===== src/rtl/ece571f23_g5_aes_pkg.sv =====
// Shared types and constants for the AES S-box arbiter slice.
// The S-box is a GF(2^8) inverse followed by the AES affine map.
package ece571f23_g5_aes_pkg;

  typedef enum logic [1:0] {
    ST_IDLE,
    ST_KX,
    ST_SB,
    ST_DONE
  } state_e;

  typedef enum logic {
    CL_KX,
    CL_SB
  } client_e;

  localparam int KX_BYTES = 4;
  localparam int SB_BYTES = 16;

  function automatic logic [7:0] gf_mul(
    input logic [7:0] a,
    input logic [7:0] b
  );
    logic [7:0] p;
    logic [7:0] x;
    p = 8'h00;
    x = a;
    for (int i = 0; i < 8; i++) begin
      if (b[i]) p = p ^ x;
      x = {x[6:0], 1'b0} ^ (x[7] ? 8'h1b : 8'h00);
    end
    return p;
  endfunction

  function automatic logic [7:0] sbox_f(input logic [7:0] a);
    logic [7:0] sq;
    logic [7:0] inv;
    sq  = a;
    inv = 8'h01;
    // a^254 = a^-1, and 0 maps to 0
    for (int i = 1; i < 8; i++) begin
      sq  = gf_mul(sq, sq);
      inv = gf_mul(inv, sq);
    end
    return inv
         ^ {inv[6:0], inv[7]}
         ^ {inv[5:0], inv[7:6]}
         ^ {inv[4:0], inv[7:5]}
         ^ {inv[3:0], inv[7:4]}
         ^ 8'h63;
  endfunction

endpackage


===== src/rtl/ece571f23_g5_aes_sbox.sv =====
// Single shared AES S-box lookup, one byte per cycle.
// Purely combinational; the arbiter registers the result.
module ece571f23_g5_aes_sbox
  import ece571f23_g5_aes_pkg::*;
(
  input  logic [7:0] in_byte,
  output logic [7:0] out_byte
);

  assign out_byte = sbox_f(in_byte);

endmodule


===== src/rtl/ece571f23_g5_aes_sbox_arbiter.sv =====
// Round-robin arbiter sharing one S-box between key expansion
// (4-byte SubWord) and the round datapath (16-byte SubBytes).
module ece571f23_g5_aes_sbox_arbiter
  import ece571f23_g5_aes_pkg::*;
(
  input  logic         clk,
  input  logic         rst_n,
  input  logic         kx_req,
  input  logic [31:0]  kx_word,
  output logic         kx_ack,
  output logic [31:0]  kx_result,
  input  logic         sb_req,
  input  logic [127:0] sb_state,
  output logic         sb_ack,
  output logic [127:0] sb_result,
  output logic         busy
);

  localparam logic [3:0] KX_LAST = 4'(KX_BYTES - 1);
  localparam logic [3:0] SB_LAST = 4'(SB_BYTES - 1);

  state_e         state_q, state_d;
  client_e        last_q, last_d;
  client_e        cur_q, cur_d;
  logic [3:0]     cnt_q, cnt_d;
  logic [127:0]   work_q, work_d;
  logic [31:0]    kx_res_q, kx_res_d;
  logic [127:0]   sb_res_q, sb_res_d;
  logic           kx_ack_q, kx_ack_d;
  logic           sb_ack_q, sb_ack_d;
  logic [7:0]     sbox_in;
  logic [7:0]     sbox_out;

  assign sbox_in = work_q[{cnt_q, 3'b000} +: 8];

  ece571f23_g5_aes_sbox u_sbox (
    .in_byte  (sbox_in),
    .out_byte (sbox_out)
  );

  always_comb begin
    state_d  = state_q;
    last_d   = last_q;
    cur_d    = cur_q;
    cnt_d    = cnt_q;
    work_d   = work_q;
    kx_res_d = kx_res_q;
    sb_res_d = sb_res_q;
    kx_ack_d = 1'b0;
    sb_ack_d = 1'b0;
    unique case (state_q)
      ST_IDLE: begin
        if (kx_req && (!sb_req || last_q == CL_SB)) begin
          state_d = ST_KX;
          cur_d   = CL_KX;
          work_d  = {96'h0, kx_word};
          cnt_d   = 4'd0;
        end else if (sb_req) begin
          state_d = ST_SB;
          cur_d   = CL_SB;
          work_d  = sb_state;
          cnt_d   = 4'd0;
        end
      end
      ST_KX: begin
        kx_res_d[{cnt_q[1:0], 3'b000} +: 8] = sbox_out;
        if (cnt_q == KX_LAST) begin
          state_d  = ST_DONE;
          kx_ack_d = 1'b1;
          cnt_d    = 4'd0;
        end else begin
          cnt_d = cnt_q + 4'd1;
        end
      end
      ST_SB: begin
        sb_res_d[{cnt_q, 3'b000} +: 8] = sbox_out;
        if (cnt_q == SB_LAST) begin
          state_d  = ST_DONE;
          sb_ack_d = 1'b1;
          cnt_d    = 4'd0;
        end else begin
          cnt_d = cnt_q + 4'd1;
        end
      end
      ST_DONE: begin
        state_d = ST_IDLE;
        last_d  = cur_q;
      end
      default: state_d = ST_IDLE;
    endcase
  end

  // ack is raised on the edge entering DONE so it spans the DONE cycle
  always_ff @(posedge clk or negedge rst_n) begin
    if (!rst_n) begin
      state_q  <= ST_IDLE;
      last_q   <= CL_SB;
      cur_q    <= CL_KX;
      cnt_q    <= 4'd0;
      work_q   <= '0;
      kx_res_q <= '0;
      sb_res_q <= '0;
      kx_ack_q <= 1'b0;
      sb_ack_q <= 1'b0;
    end else begin
      state_q  <= state_d;
      last_q   <= last_d;
      cur_q    <= cur_d;
      cnt_q    <= cnt_d;
      work_q   <= work_d;
      kx_res_q <= kx_res_d;
      sb_res_q <= sb_res_d;
      kx_ack_q <= kx_ack_d;
      sb_ack_q <= sb_ack_d;
    end
  end

  assign kx_ack    = kx_ack_q;
  assign sb_ack    = sb_ack_q;
  assign kx_result = kx_res_q;
  assign sb_result = sb_res_q;
  assign busy      = (state_q != ST_IDLE);

endmodule


===== config.mk =====
export PLATFORM = sky130hd
export DESIGN_NAME = ece571f23_g5_aes_sbox_arbiter
export DESIGN_NICKNAME = d
export VERILOG_FILES = /design/src/rtl/ece571f23_g5_aes_pkg.sv /design/src/rtl/ece571f23_g5_aes_sbox.sv /design/src/rtl/ece571f23_g5_aes_sbox_arbiter.sv
export SDC_FILE = /design/constraint.sdc
export NUM_CORES = 1
export LEC_CHECK = 0
export BUFFER_PORTS_ARGS = -buffer_cell sky130_fd_sc_hd__buf_4
export CAP_MARGIN = 20
export CORE_UTILIZATION = 35
export DETAILED_ROUTE_END_ITERATION = 10
export HOLD_SLACK_MARGIN = 0.03
export RECOVER_POWER = 50
export SLEW_MARGIN = 20
export SYNTH_ARGS = -nofsm -noshare
export SYNTH_HDL_FRONTEND = slang
export SYNTH_SLANG_ARGS = --single-unit

===== constraint.sdc =====
create_clock -name clk -period 19.39 [get_ports clk]
set_input_delay 2.9085 -clock clk [delete_from_list [all_inputs] [get_ports clk]]
set_output_delay 2.9085 -clock clk [all_outputs]
set_load 0.1 [all_outputs]

==> impl_metrics.json, run 1 <==
{
  "rsz0062_at_grt": "no",
  "skew_ns": 0.0593,
  "whs_ns": 0.475,
  "critPathArrivalTime_ns": 18.73,
  "hp-class": "reg -> reg",
  "finalNetCount": 3499,
  "cts_resized": 0,
  "cts_setup_buffers": 0,
  "crit_type": "reg -> reg",
  "grt_max_degree": 98,
  "start_kind": "flip-flop",
  "fp.dieW_um": 288,
  "synth_seq_area_share_pct": 26.0,
  "syn_inst": 3067,
  "grt_pass1_vias": 24008,
  "post-route-period-util_pct": 94.4,
  "grt_use_total_pct": 23.2,
  "ff2ff_setup_slack_ns": 1.08,
  "num_rows": 104,
  "dieHeight_um": 288,
  "synth.top_cell.area_share_pct": 25.9,
  "first_pass_iters": 10,
  "rr_startpoint": "cnt_q[0]",
  "yosysWarnings": 0,
  "maxCapViolCount": 5,
  "endpoint": "sb_result[69]",
  "ant_nets": 0,
  "syn_area_mm2": 0.0287,
  "cp_slowest_cell": "xnor3_2",
  "synth.area.top_cells": "dfrtp_1 26%, xnor2_1 11%, xnor3_1 6.8%",
  "cts_tree": "built",
  "cts_made_buffers": 37,
  "register_area_mm2": 0.00746,
  "finalWeightedCongestion": 0.909,
  "yosys.area.top_type": "dfrtp_1",
  "drt_iter0_markers": 2314,
  "synth_edf_count": 0,
  "wl_met1_um": 41900,
  "crit_path_frequent_cell": "xnor2_1",
  "timing.fmax_mhz": 54.6,
  "r2r-end": "sb_result[69]",
  "endpoint_kind": "flip-flop",
  "cts-htree-levels": 2,
  "grt_pass1_wl_um": 150000,
  "yosys-top-cells-count": "365 x nor2_1, 354 x xnor2_1, 297 x dfrtp_1, 232 x nand2_1, 194 x a22o_1",
  "synth.most_common_cell": "nor2_1",
  "avgViaCountPerCell": 5.66,
  "highest_layer": "met4",
  "ios": 327,
  "antenna_found_initial": 2,
  "synthDistinctLibCells": 116,
  "cts.clk_slew.worst_paths_ns": 0.06,
  "place_inst": 4338,
  "final_layout_size_suffix_gt1_share_pct": 21.2,
  "ys.flop_type": "dfrtp_1",
  "core_mm2": 0.0808,
  "drcViolationCount": 4,
  "cts-root-buf": "clkbuf_16",
  "worstSetupStartpoint": "cnt_q[0]",
  "slew_violations": 367,
  "hold_viol_final": 0,
  "hold_buffers": 0,
  "wl_per_cell_um": 22.2,
  "ys_ff_latch": 298,
  "stdcell_count": 4407,
  "vias": 24959,
  "start_util_pct": 35.5,
  "synthToLayoutAreaGrowth_pct": 17.4,
  "reg2regPathDepth": 58,
  "wl_met2_um": 43900,
  "violations": "DRC, capacitance limit, slew limit",
  "cts_max_path_buffers": 3,
  "overflow": 0,
  "required_ns": 19.82,
  "wl_met3_um": 8640,
  "num-fill-cells": 7928,
  "syn_nets": 3248,
  "tns_ns": 0,
  "slowest_delay_ns": 0.69,
  "clock-sinks": 298,
  "finalSetupViolCount": 0,
  "relSlewSlack_pct": -232,
  "clock_latency_ns": 0.60,
  "dp_hpwl_um": 71400,
  "tightest_slew_ns": 4.98,
  "fin_crit_ns": 18.31,
  "avgSynthCellArea_um2": 9.35,
  "port_buffers": 326,
  "dieArea_mm2": 0.0831,
  "status": "complete, but fails checks",
  "synth-async-reset-ratio_pct": 100,
  "wl_um": 97700,
  "cp_max_fo": 21,
  "multi_input_area_mm2": 0.0205
}
critical path, delay by kind of cell (launching register included):
kind / cells / cell delay [ns]
XOR/XNOR: 35 / 11.72
multiplexers: 4 / 1.45
AND/OR/NAND/NOR: 6 / 1.26
adder cells (fa/ha/maj): 3 / 1.06
AO/OA/AOI/OAI: 4 / 1.00
buffers and inverters: 6 / 0.97
flip-flops: 1 / 0.63
cell families after synthesis:
kind of cell             Yosys count  share of synthesized area (%)
flip-flops                       298                           26.0
AND/OR/NAND/NOR                  911                           14.4
adder cells (fa/ha/maj)           17                          0.742
multiplexers                     209                           8.92
AO/OA/AOI/OAI                    772                           19.6
XOR/XNOR                         605                           26.4
buffers and inverters            255                           3.93
metal layers:
| metal | track usage, % | vias up |
|---|---|---|
| li1 | - | 11625 |
| met1 | 31.4 | 12118 |
| met2 | 36.2 | 1068 |
| met3 | 5.62 | 148 |
| met4 | 7.28 | 0 |
| met5 | 0 | - |
metrics by stage:
stage | cell area [um2] | utilization [%] | setup slack, ns
final | 33700 | 41.7 | 1.08
after global routing | 33700 | 41.7 | 0.0577
after CTS | 33800 | 41.8 | 0.446
after detailed placement | 32500 | 40.2 | 0.514
after global placement | 32500 | 40.2 | 0.740
after floorplan | 28700 | - | 2.61
worst min-delay path by stage:
stage                     from  cells after the start  slack, ns    endpoint
floorplan                cur_q                      1       0.44       cur_q
global placement    work_q[20]                      2       0.46  work_q[20]
detailed placement       cur_q                      1       0.47       cur_q
CTS                      cur_q                      1       0.48       cur_q
global route        work_q[24]                      2       0.51  work_q[24]
finish                   cur_q                      1       0.47       cur_q
state kept, by name (all words and copies together), names as in the netlist:
register   count
state_q        2
sb_result    128
kx_result     32
cur_q          1
cnt_q          4
last_q         1
sb_ack         1
kx_ack         1
work_q       128
placed cells by master, fill, tap and decap left out, drive strengths merged, types with 19 or more instances in the layout:
cell type,synthesis,final
nand3,65,65
nor3,68,68
mux4,28,28
o21ai,152,152
nand4,20,20
nor4,22,22
mux2,85,85
a22oi,20,20
o211ai,33,33
a211oi,29,29
xnor3,100,100
a21oi,119,119
o22ai,31,31
nand2,235,235
mux2i,96,96
nor2,374,374
and2,19,19
xnor2,401,402
buf,93,348
inv,36,37
dfrtp,297,297
a22o,194,194
xor2,89,89
clkbuf,122,129
cell type report:
type / instances / share of cell area [%]
multi-input cells: 2515 / 60.9
flip-flops and latches: 298 / 22.2
repair buffers: 426 / 8.63
well taps: 1060 / 3.94
clock buffers: 51 / 3.20
clock inverters: 16 / 0.747
inverters: 40 / 0.453
diodes: 1 / 0.00743
Power of run 1 is left out: the tool's default activity adds up to more than one toggle a clock period on the data nets, which glitch-free logic cannot reach.
==> inputs of run 2 (changes only) <==
SYNTH_HIERARCHICAL = 1   (was unset)
==> impl_metrics.json, run 2 <==
{
  "wl_um": 86200,
  "tightest_slew_ns": 6.78,
  "cp_max_fo": 23,
  "cp_slowest_cell": "dfrtp_2",
  "synth_top_family_by_area": "XOR/XNOR gates",
  "vias": 22760,
  "yosys-top-cells-count": "349 x xnor2_1, 297 x dfrtp_1, 285 x nor2_1, 276 x nand2_1, 133 x mux2_2",
  "dieArea_mm2": 0.0811,
  "multi_input_area_mm2": 0.0197,
  "clock-sinks": 298,
  "avgSynthCellArea_um2": 9.73,
  "syn_nets": 3057,
  "syn_area_mm2": 0.0280,
  "cts_max_path_buffers": 3,
  "hp-class": "reg -> reg",
  "skew_ns": 0.0473,
  "stdcell_count": 4232,
  "hold_buffers": 0,
  "ant_nets": 0,
  "maxCapViolCount": 5,
  "whs_ns": 0.478,
  "port_buffers": 326,
  "dieHeight_um": 285,
  "cp.depth": 54,
  "overflow": 0,
  "synth_edf_count": 0,
  "timing.critical_path.max_delay_family": "XOR/XNOR gates",
  "hold_viol_final": 0,
  "violations": "capacitance limit, slew limit",
  "cp.buffers_inverters": 7,
  "cts_tree": "built",
  "synthMuxAreaShare_pct": 12.3,
  "finalNetCount": 3333,
  "cts.clk_slew.worst_paths_ns": 0.06,
  "ys_ff_latch": 298,
  "rsz0062_at_grt": "no",
  "relSlewSlack_pct": -352,
  "syn_inst": 2876,
  "synth_seq_area_share_pct": 26.7,
  "grt_pass1_vias": 22449,
  "dp_hpwl_um": 62500,
  "cts-htree-levels": 2,
  "grt_max_degree": 119,
  "synth_simple_gate_area_share_pct": 14.1,
  "dp_worst_setup_slack_ns": 1.04,
  "fp.dieW_um": 285,
  "num-fill-cells": 7873,
  "tns_ns": 0,
  "cts_made_buffers": 35,
  "yosys.area.top_type": "dfrtp_1",
  "reg2regPathDepth": 54,
  "wl_per_cell_um": 20.4,
  "fin_ws_ns": 0.982,
  "hold_depth": 2,
  "layout_common_cells": "332 x xnor2_1, 311 x buf_4, 294 x dfrtp_1, 283 x nor2_1, 276 x nand2_1",
  "finalWeightedCongestion": 0.912,
  "fin_crit_ns": 18.41,
  "synth.area.top_cells": "dfrtp_1 27%, xnor2_1 11%, xnor3_1 7.2%",
  "endpoint_kind": "flip-flop",
  "clock_latency_ns": 0.57,
  "place_inst": 4164,
  "register_area_mm2": 0.00746,
  "status": "complete, but fails checks",
  "slew_violations": 362,
  "crit_path_frequent_cell": "xnor3_1",
  "ys.flop_type": "dfrtp_1",
  "ios": 327,
  "avgViaCountPerCell": 5.38,
  "crit_type": "reg -> reg",
  "grt_pass1_wl_um": 135000,
  "post-route-period-util_pct": 94.9,
  "core_mm2": 0.0790,
  "first_pass_iters": 5,
  "critPathArrivalTime_ns": 18.91,
  "synthDistinctLibCells": 123,
  "grt_use_total_pct": 20.9,
  "drcViolationCount": 0,
  "synth.top_cell.area_share_pct": 26.6,
  "start_kind": "flip-flop",
  "start_util_pct": 35.4,
  "synth_compound_area_share_pct": 14.6,
  "required_ns": 19.90,
  "num_rows": 103,
  "drt_iter0_markers": 1883,
  "finalSetupViolCount": 0,
  "synth.most_common_cell": "xnor2_1",
  "synth-async-reset-ratio_pct": 100,
  "antenna_found_initial": 5,
  "slowest_delay_ns": 0.77,
  "yosysWarnings": 6,
  "cts-root-buf": "clkbuf_16",
  "synthAdderAreaFrac_pct": 0.796,
  "timing.fmax_mhz": 54.3,
  "synthXorXnorAreaFrac_pct": 27.9,
  "final_layout_size_suffix_gt1_share_pct": 22.5,
  "synthToLayoutAreaGrowth_pct": 16.6,
  "final_common_cell": "xnor2_1"
}
## run 2: cell type report
class                           instances  share of cell area, %
Multi-Input combinational cell       2350                   60.3
Sequential cell                       298                   22.9
Timing Repair Buffer                  437                   8.66
Tap cell                             1050                   4.03
Clock buffer                           50                   3.14
Clock inverter                         14                  0.598
Inverter                               30                  0.345
Antenna cell                            3                 0.0230
## run 2: stage by stage
step | cell area, um2 | util, %
after detailed placement | 31800 | 40.3
after global placement | 31800 | 40.3
final | 32600 | 41.3
after global routing | 32600 | 41.3
after floorplan | 28000 | -
after CTS | 33000 | 41.8
## run 2: tightest hold or removal path: cells and delay by family, from the launching register on
kind            cells  cell delay [ns]
flops               1             0.33
compound gates      1             0.06
simple gates        1             0.05
## run 2: cell families (layout without fill, tap and decap cells)
kind of cell / count (synthesis) / count (layout)
AND/OR/NAND/NOR: 856 / 856
XOR/XNOR: 625 / 625
AO/OA/AOI/OAI: 569 / 569
flip-flops: 298 / 298
multiplexers: 282 / 282
buffers and inverters: 228 / 531
adder cells (fa/ha/maj): 18 / 18
other: 0 / 3
## run 2: metal layers
metal / vias up / global-route usage, % / wire, um
li1: 10762 / - / -
met1: 11151 / 28.3 / 37800
met2: 756 / 33.8 / 40300
met3: 91 / 4.90 / 6660
met4: 0 / 4.54 / 1500
met5: - / 0 / 0
## run 2: path summary, 6_finish.rpt
path                             from             to  slack (ns)
setup / recovery             cnt_q[1]  sb_result[41]        0.98
hold / removal             work_q[21]     work_q[21]        0.48
setup reg to reg             cnt_q[1]  sb_result[41]        0.98
hold reg to reg            work_q[21]     work_q[21]        0.48
max in group asynchronous       rst_n   kx_result[8]        9.39
min in group asynchronous       rst_n    work_q[119]        4.90
## run 2: timing repair
item	CTS	global route
buffers inserted	0	1
resized for setup	0	5
endpoints found under the setup margin	0	31
Power of run 2 is left out for the same reason.
